`src/rtl/vc_dispatcher.sv`:
```
// vc_dispatcher
//   Routes each accepted upstream word to one of four virtual-channel FIFOs.
//   The target channel is the class field data_in[DATA_W-1:DATA_W-2]. If the
//   target FIFO signals almost_full when the word is accepted, the word is
//   parked in a single-entry hold register. It is released as soon as that
//   channel drains. While a word is parked, no new word is accepted, so words
//   always leave in acceptance order.
//
//   Ports
//     clk                 rising-edge clock
//     reset               synchronous, active-low reset
//     valid_in, data_in   upstream word and its valid
//     ready_out           high when a word can be accepted (IDLE state)
//     almost_full_0..3    per-channel FIFO backpressure
//     push_0..3           registered one-cycle write strobes
//     data_out            registered word that goes with the push strobe
//     cnt_0..3            saturating per-channel push counters; these exist
//                         only when the DISPATCH_CNT_EN macro is defined
module vc_dispatcher #(
  parameter int DATA_W = 12
) (
  input  logic              clk,
  input  logic              reset,
  input  logic              valid_in,
  input  logic [DATA_W-1:0] data_in,
  output logic              ready_out,
  input  logic              almost_full_0,
  input  logic              almost_full_1,
  input  logic              almost_full_2,
  input  logic              almost_full_3,
  output logic              push_0,
  output logic              push_1,
  output logic              push_2,
  output logic              push_3,
  output logic [DATA_W-1:0] data_out
`ifdef DISPATCH_CNT_EN
  ,
  output logic [7:0]        cnt_0,
  output logic [7:0]        cnt_1,
  output logic [7:0]        cnt_2,
  output logic [7:0]        cnt_3
`endif
);

  typedef enum logic {IDLE = 1'b0, HOLD = 1'b1} state_t;

  function automatic logic [7:0] sat_inc(input logic [7:0] v);
    return (v == 8'hFF) ? v : v + 8'd1;
  endfunction

  state_t            state_p1, state_d;
  logic [DATA_W-1:0] hold_reg, hold_d;
  logic [3:0]        push_p1, push_d;
  logic [DATA_W-1:0] data_p1, data_d;
  logic [3:0]        af;
  logic [1:0]        in_cls, hold_cls;

  assign af       = {almost_full_3, almost_full_2, almost_full_1, almost_full_0};
  assign in_cls   = data_in[DATA_W-1 -: 2];
  assign hold_cls = hold_reg[DATA_W-1 -: 2];

  // Ready is decoded from the registered state only. This keeps it free of
  // any combinational path from the almost_full inputs.
  assign ready_out = (state_p1 == IDLE);

  // Stage 0: dispatch decision from the current inputs and the held word
  always_comb begin
    state_d = state_p1;
    hold_d  = hold_reg;
    push_d  = 4'b0000;
    data_d  = data_p1;
    unique case (state_p1)
      IDLE: begin
        if (valid_in) begin
          if (!af[in_cls]) begin
            push_d[in_cls] = 1'b1;
            data_d         = data_in;
          end else begin
            hold_d  = data_in;
            state_d = HOLD;
          end
        end
      end
      HOLD: begin
        // Only the held word can leave. New words wait behind it because
        // ready_out is low in this state.
        if (!af[hold_cls]) begin
          push_d[hold_cls] = 1'b1;
          data_d           = hold_reg;
          state_d          = IDLE;
        end
      end
      default: state_d = IDLE;
    endcase
  end

  // Stage 1: registered strobes, output word and hold register
  always_ff @(posedge clk) begin
    if (!reset) begin
      state_p1 <= IDLE;
      hold_reg <= '0;
      push_p1  <= 4'b0000;
      data_p1  <= '0;
    end else begin
      state_p1 <= state_d;
      hold_reg <= hold_d;
      push_p1  <= push_d;
      data_p1  <= data_d;
    end
  end

  assign push_0   = push_p1[0];
  assign push_1   = push_p1[1];
  assign push_2   = push_p1[2];
  assign push_3   = push_p1[3];
  assign data_out = data_p1;

`ifdef DISPATCH_CNT_EN
  logic [7:0] cnt_p2 [4];

  // Stage 2: counters advance on each cycle in which the strobe is visible
  always_ff @(posedge clk) begin
    if (!reset) begin
      for (int k = 0; k < 4; k++) cnt_p2[k] <= 8'd0;
    end else begin
      for (int k = 0; k < 4; k++)
        if (push_p1[k]) cnt_p2[k] <= sat_inc(cnt_p2[k]);
    end
  end

  assign cnt_0 = cnt_p2[0];
  assign cnt_1 = cnt_p2[1];
  assign cnt_2 = cnt_p2[2];
  assign cnt_3 = cnt_p2[3];
`endif

endmodule

```
`config.mk`:
```
export PLATFORM = sky130hd
export DESIGN_NAME = vc_dispatcher
export DESIGN_NICKNAME = d
export VERILOG_FILES = /design/src/rtl/vc_dispatcher.sv
export SDC_FILE = /design/constraint.sdc
export NUM_CORES = 1
export LEC_CHECK = 0
export ABC_AREA = 1
export BUFFER_PORTS_ARGS = -buffer_cell sky130_fd_sc_hd__buf_2
export CORE_UTILIZATION = 45
export CTS_BUF_LIST = sky130_fd_sc_hd__clkbuf_4 sky130_fd_sc_hd__clkbuf_8
export DETAILED_ROUTE_END_ITERATION = 8
export PLACE_DENSITY = 0.72
export SLEW_MARGIN = 20
export SYNTH_ARGS = -nofsm -noshare
export SYNTH_HDL_FRONTEND = slang
export SYNTH_SLANG_ARGS = --single-unit
```
`constraint.sdc`:
```
create_clock -name clk -period 1.54 [get_ports clk]
set_input_delay 0.077 -clock clk [delete_from_list [all_inputs] [get_ports clk]]
set_output_delay 0.077 -clock clk [all_outputs]
set_load 0.005 [all_outputs]
```
==> results of run 1 <==
[metal layers]
| metal | part of all wire | up-vias | GRT usage | wire length [µm] |
|---|---|---|---|---|
| li1 | - | 780 | - | - |
| met1 | 0.49 | 637 | 0.2719 | 1644 |
| met2 | 0.43 | 42 | 0.3155 | 1459 |
| met3 | 0.053 | 10 | 0.05757 | 180 |
| met4 | 0.024 | 0 | 0.08766 | 80 |
| met5 | 0 | - | 0 | 0 |
[cells in the mapped netlist, drive strengths merged]
library cell,n,share of area
inv,19,0.046
nor3,1,0.0032
buf,10,0.053
a21oi,29,0.094
nand4,2,0.0081
dfxtp,29,0.38
nand3b,1,0.0049
nand3,30,0.14
o21ai,2,0.0065
nand2,78,0.20
nor2,17,0.052
clkinv,1,0.0024
clkbuf,2,0.0073
[power by group]
group | internal (mW) | switching (mW) | total [mW]
Sequential | 0.806 | 0.0303 | 0.837
Clock | 0.191 | 0.275 | 0.466
Combinational | 0.151 | 0.226 | 0.377
Total | 1.15 | 0.531 | 1.68
[area by class of cell]
type | instances | area (µm²)
timing repair buffer | 41 | 220.2
tap | 44 | 55.05
sequential | 29 | 583.1
multi-input combinational | 161 | 808.3
clock buffer | 6 | 45.04
inverter | 20 | 75.07
fill | 327 | 1356
clock inverter | 2 | 10.01
[worst reg2reg max path, cell delays in order, from the launching register on]
cell	delay, ns
dfxtp_2	0.40
inv_2	0.06
nand2_1	0.05
nand2_1	0.04
nand2_1	0.21
nand3_4	0.22
nand3_1	0.12
nand2_1	0.06
nor2_1	0.09
[what timing repair did]
item,4_1_cts,5_1_grt
setup endpoints to repair,0,13
hold buffers,0,0
hold endpoints to repair,0,0
setup buffers,0,0
gates resized for setup,0,3
[through the flow]
| stage | total power [mW] | hold WS (ns) |
|---|---|---|
| 2_1_floorplan | 1.122 | 0.1977 |
| 3_3_place_gp | 1.217 | 0.3683 |
| 3_5_place_dp | 1.222 | 0.3681 |
| 4_1_cts | 1.684 | 0.001409 |
| 5_1_grt | 1.787 | 0.005029 |
| 6_report | 1.679 | 0.006340 |
[cell families after synthesis]
family / after synthesis / share of synthesized area
compound gates: 31 / 0.1008
buf+inv: 32 / 0.1089
flops: 29 / 0.3772
simple gates: 129 / 0.4130
[worst min-delay path by stage]
stage | endpoint | slack [ns] | depth (start not counted)
after detailed placement | hold_reg[5] | 0.37 | 3
final | hold_reg[5] | 0.006 | 3
after floorplan | data_out[0] | 0.20 | 2
after global routing | hold_reg[2] | 0.005 | 3
after CTS | hold_reg[5] | 0.001 | 3
after global placement | hold_reg[6] | 0.37 | 3
==> impl_metrics.yaml, run 1 <==
logic_synthesis:
  seq_area_frac_synth: 0.3772
  synth_nets: 240
  synth_seq_cells: 29
  syn-instance-count: 221
  ys_warn_count: 0
  synth.avg_cell_area_um2: 6.964
  synth_cell_types: 23
  syn_area_um2: 1539
clock_tree:
  clkLatencyLatePin_ns: 0.34
  cts_inserted_buffers: 5
  cts.sinks: 29
  cts-root-buf: "clkbuf_4"
  cts_buffer_depth: 2
  cts_tree: "done"
  cts.clk_slew.worst_paths_ns: 0.09
  cts_max_level: 2
routing:
  routed_wl_mm: 3.366
  final_antenna_net_count: 0
  avgViaCountPerCell: 4.848
  dr.first_iter.drc_count: 75
  drc: 0
  drt_first_pass_iters: 4
  vias: 1469
  wl_per_cell_um: 11.11
final_layout:
  drive_gt1_frac: 0.2703
  final_common_cell: "nand2_1"
  design_area_um2: 1797
  area_growth_pct: 16.75
  final_nets: 277
  final_cell_count_no_fill: 303
  antenna_cells: 0
  layout_common_cells: "nand2_1, buf_2, a21oi_1"
  postLayoutCoreUtil: 0.5698
critical_path:
  reg2reg_to: "data_out[1]"
  critPathCaptureType: "primary output"
  r2r_cells: 8
  path_cells: "buf_4 -> inv_1 -> buf_2"
  path_buf_inv: 3
  worst-path-max-fanout: 12
  r2r_start: "hold_reg[10]"
  worstSetupEndpoint: "ready_out"
  r2r_slack_ns: 0.22
  slowest_stage: "dfxtp_2"
  cp_top_family: "buffers and inverters"
  critPathLaunch: "state_p1"
  slowest_delay_ns: 0.37
  crit_cells: 3
  crit_arrival_ns: 1.34
  timing_worst_setup_path_type: "register to primary output"
  worst_ep_required_time_ns: 1.46
  cp-start-kind: "register"
timing:
  fin_ws_ns: 0.1204
  fin_worst_skew_ns: 0.005892
  final.min_clock_period_ns: 1.420
  clock.fmax_mhz: 704.4
  grt_setup_unrepaired: "false"
  slew_headroom: 0.7638
  fin_setup_tns_ns: 0
  hold_violations: 0
  slew_viol_final: 0
  finalSetupViolCount: 0
  fin_crit_sh: 0.9218
  worstMarginPinSlew_ns: 0.3540
global_route:
  gr-total-overflow: 0
  grt_max_degree: 25
  antenna_found_initial: 0
  grt_pass1_vias: 1268
  grt_pass1_wl_mm: 5.526
  track_usage: 0.2059
floorplanning:
  rows: 20
  ios: 36
  die_h_um: 60.48
  core_um2: 3153
  die_w_um: 60.48
  die_area_um2: 3658
  start_util: 0.4881
place:
  dp_cells: 294
  placed_cell_area_um2: 1722
  gp_congestion: 0.8295
  pre_cts_ws_ns: 0.1199
  hpwl_mm: 2.230
  port_buffers: 35
outcome:
  status: "complete, no violations"
power_and_ir_drop:
  vdd_ir_drop_max_uv: 398.6
  power.density_nw_per_um2: 934.7
  p_leak_nw: 0.8905
run:
  max-cap-violations: 0
worst_hold_path:
  hp-class: "input port to register"
  worstHoldStart: "data_in[5]"
No activity file was read; power rests on OpenSTA's default activity.
==> run 2: changes to the inputs <==
CORE_ASPECT_RATIO = 0.8   (was default)
==> impl_metrics.yaml, run 2 (same netlist as run 1, synthesis figures left out) <==
floorplanning:
  start_util: 0.4846
  die_w_um: 67.38
  die_area_um2: 3659
  core_um2: 3176
  die_h_um: 54.31
  rows: 18
  ios: 36
place:
  placed_cell_area_um2: 1709
  gp_congestion: 0.8628
  hpwl_mm: 2.300
  dp_cells: 289
  port_buffers: 35
final_layout:
  final_cell_count_no_fill: 297
  area_growth_pct: 18.13
  multi_input_area_um2: 808.3
  postLayoutCoreUtil: 0.5725
  final_nets: 276
  final_common_cell: "nand2_1"
  antenna_cells: 0
  nFillCells: 326
  seq_area_um2: 581.8
  drive_gt1_frac: 0.2607
  design_area_um2: 1818
  layout_common_cells: "nand2_1, buf_2, a21oi_1"
critical_path:
  crit_arrival_ns: 1.60
  slowest_stage: "dfxtp_1"
  critPathCaptureType: "register"
  timing_worst_setup_path_type: "register to register"
  worst_ep_required_time_ns: 1.71
  worst-path-max-fanout: 12
  cp-start-kind: "register"
  crit_top_cell: "nand2_1"
  path_cells: "inv_2 -> nand2_1 -> nand2_1 -> nand2_1 -> nand3_4 -> a21oi_1 -> nor2_1"
  slowest_delay_ns: 0.45
power_and_ir_drop:
  p_leak_nw: 0.8971
  power.density_nw_per_um2: 1023
  vdd_ir_drop_max_uv: 606.0
  finalPower_mw: 1.859
routing:
  dr.first_iter.drc_count: 96
  final_antenna_net_count: 0
  drc: 0
  wl_per_cell_um: 11.72
  avgViaCountPerCell: 4.889
  vias: 1452
  drt_first_pass_iters: 4
  routed_wl_mm: 3.481
clock_tree:
  cts.sinks: 29
  holdBufCountCts: 0
  cts_max_level: 2
  cts_buffer_depth: 2
  cts.clk_slew.worst_paths_ns: 0.06
  clkLatencyLatePin_ns: 0.28
  cts_tree: "done"
  cts-root-buf: "clkbuf_8"
  cts_inserted_buffers: 5
  cts_setup_buffers: 0
timing:
  worstMarginPinSlew_ns: 0.3752
  slew_viol_final: 0
  final.min_clock_period_ns: 1.428
  slew_headroom: 0.7496
  grt_setup_unrepaired: "false"
  clock.fmax_mhz: 700.4
  fin_worst_skew_ns: 0.002109
  fin_crit_sh: 0.9271
  fin_setup_tns_ns: 0
  finalSetupViolCount: 0
  hold_violations: 0
global_route:
  track_usage: 0.2049
  grt_pass1_vias: 1152
  antenna_found_initial: 0
  grt_max_degree: 25
  gr-total-overflow: 0
  grt_pass1_wl_mm: 5.416
outcome:
  status: "complete, no violations"
run:
  max-cap-violations: 0
worst_hold_path:
  hp-class: "input port to register"
[run 2: cell count changes in the layout (fill, tap and decap cells not counted), sizes merged]
cell,previous run,this run
clkbuf,6,7
clkinv,3,1
buf,41,40
[run 2: worst paths after layout]
check | depth (start not counted) | slack [ns] | end | startpoint
max reg2reg | 7 | 0.11 | data_out[10] | hold_reg[10]
max | 7 | 0.11 | data_out[10] | hold_reg[10]
min reg2reg | 2 | 0.46 | hold_reg[8] | hold_reg[8]
min | 3 | 0.08 | hold_reg[1] | data_in[1]
[run 2: what timing repair did]
item,CTS,global route
endpoints found under the setup margin,0,12
hold endpoints to repair,0,0
resized for setup,0,2
[run 2: metal layers]
metal	routed length (µm)	up-vias	part of all wire	track usage
li1	-	780	-	-
met1	1854	617	0.53	0.3057
met2	1365	50	0.39	0.2683
met4	50	0	0.014	0.08511
met3	210	5	0.060	0.05625
met5	0	-	0	0
[run 2: power by group]
group | internal, mW | leakage [nW] | switching [mW]
registers | 0.807 | 0.238 | 0.0354
clock network | 0.371 | 0.0477 | 0.270
logic | 0.149 | 0.611 | 0.226
total | 1.33 | 0.897 | 0.532
[run 2: worst max-delay path, delay by kind of cell, from the launching register on]
family | cells | cell delay [ns]
buffers and inverters | 1 | 0.08
and+or+nand+nor | 5 | 0.59
DFF | 1 | 0.45
AOI/OAI and AO/OA | 1 | 0.20
[run 2: area by class of cell]
cell class	instances	share of cell area
multi-input combinational	161	0.4446
sequential	29	0.3200
timing repair buffer	40	0.1170
clock buffer	7	0.04955
inverter	20	0.04129
tap	40	0.02753
[run 2: stage by stage]
step           setup slack (ns)  hold slack, ns
4_1_cts                 0.08808         0.07308
3_5_place_dp            0.09620          0.3702
2_1_floorplan            0.3273          0.1977
6_report                 0.1123         0.08001
3_3_place_gp             0.1221          0.3661
5_1_grt                0.009090         0.09172
==> run 3: changes to the inputs <==
ABC_CLOCK_PERIOD_IN_PS = 1540   (was default)
SETUP_SLACK_MARGIN = 0.4   (was default)
SLEW_MARGIN = default   (was 20)
==> impl_metrics.yaml, run 3 (same netlist as run 1, synthesis figures left out) <==
power_and_ir_drop:
  finalPower_mw: 2.010
  power.density_nw_per_um2: 963.8
  vdd_ir_drop_max_uv: 481.6
  p_leak_nw: 0.9821
clock_tree:
  holdBufCountCts: 0
  cts-root-buf: "clkbuf_8"
  cts_tree: "done"
  cts_inserted_buffers: 5
  cts_buffer_depth: 2
  cts.sinks: 29
  cts_max_level: 2
  cts.clk_slew.worst_paths_ns: 0.06
  clkLatencyLatePin_ns: 0.29
routing:
  wl_per_cell_um: 13.97
  routed_wl_mm: 4.344
  final_antenna_net_count: 0
  dr.first_iter.drc_count: 114
  avgViaCountPerCell: 5.257
  drc: 0
  drt_first_pass_iters: 4
  vias: 1635
timing:
  fin_worst_skew_ns: 0.003917
  hold_violations: 0
  slew_viol_final: 0
  clock.fmax_mhz: 841.0
  fin_crit_sh: 0.7721
  fin_setup_tns_ns: 0
  final.min_clock_period_ns: 1.189
  worstMarginPinSlew_ns: 0.3017
  grt_setup_unrepaired: "true"
  finalSetupViolCount: 0
  slew_headroom: 0.7968
final_layout:
  postLayoutCoreUtil: 0.6568
  area_growth_pct: 35.53
  multi_input_area_um2: 939.7
  final_common_cell: "nand2_1"
  seq_area_um2: 588.1
  layout_common_cells: "nand2_1, buf_2, dfxtp_1"
  final_nets: 289
  nFillCells: 272
  final_cell_count_no_fill: 311
  antenna_cells: 0
  drive_gt1_frac: 0.3579
global_route:
  gr-total-overflow: 0
  track_usage: 0.2546
  grt_max_degree: 18
  antenna_found_initial: 0
  grt_pass1_wl_mm: 6.520
  grt_pass1_vias: 1327
critical_path:
  critPathCaptureType: "register"
  crit_arrival_ns: 1.37
  worst_ep_required_time_ns: 1.72
  worst-path-max-fanout: 6
  cp-start-kind: "register"
  timing_worst_setup_path_type: "register to register"
place:
  port_buffers: 35
  dp_cells: 287
  hpwl_mm: 2.317
  gp_congestion: 0.8845
floorplanning:
  die_w_um: 67.38
  ios: 36
  die_area_um2: 3659
  start_util: 0.4846
  die_h_um: 54.31
  core_um2: 3176
  rows: 18
worst_hold_path:
  hp-class: "input port to register"
run:
  max-cap-violations: 0
outcome:
  status: "complete, no violations"
## run 3: cell count changes in the layout (fill, tap and decap cells not counted), sizes merged
cell,before,now
clkinvlp,0,1
buf,40,49
clkbuf,7,9
nand3,31,34
inv,19,18
## run 3: repair_timing
action                                  CTS  global route
endpoints found under the hold margin     0             0
pin swaps                                 9            11
cloned                                    4             1
endpoints found under the setup margin   30            29
setup buffers                             8             3
resized for setup                        19            15
## run 3: final cells by class
class	instances	area share
multi-input cells	164	0.4505
clock buffers	8	0.04679
inverters	20	0.03899
well taps	40	0.02400
repair buffers	50	0.1578
flip-flops and latches	29	0.2819
## run 3: final timing paths
path / cells past startpoint / slack, ns / end / start
max: 7 / 0.35 / data_out[10] / hold_reg[10]
min: 3 / 0.06 / hold_reg[5] / data_in[5]
max reg2reg: 7 / 0.35 / data_out[10] / hold_reg[10]
min reg2reg: 2 / 0.46 / hold_reg[4] / hold_reg[4]
## run 3: report_power, final
part | switching [mW] | internal (mW)
logic | 0.285 | 0.206
registers | 0.0327 | 0.806
clock network | 0.282 | 0.398
total | 0.600 | 1.41
## run 3: routing by layer
layer	GRT usage	part of all wire	up-vias
met5	0	0	-
met4	0.1560	0.024	0
met3	0.07083	0.087	13
met2	0.3450	0.45	86
met1	0.3531	0.44	725
li1	-	-	811
## run 3: worst max-delay path, cell delays in order (launching register included)
cell,delay [ns]
dfxtp_4,0.39
inv_4,0.05
nand2_1,0.07
nand2_2,0.09
nand2_8,0.12
nand3_4,0.14
a21oi_2,0.16
nor2_1,0.05
## run 3: per-stage QoR
stage | setup WS (ns) | area [µm²] | hold WS (ns)
3_5_place_dp | 0.06625 | 1702 | 0.3707
5_1_grt | 0.2609 | 2086 | 0.07162
2_1_floorplan | 0.4113 | 1546 | 0.1977
4_1_cts | 0.3749 | 1972 | 0.06617
6_report | 0.3509 | 2086 | 0.06365
3_3_place_gp | 0.1337 | 1702 | 0.3679
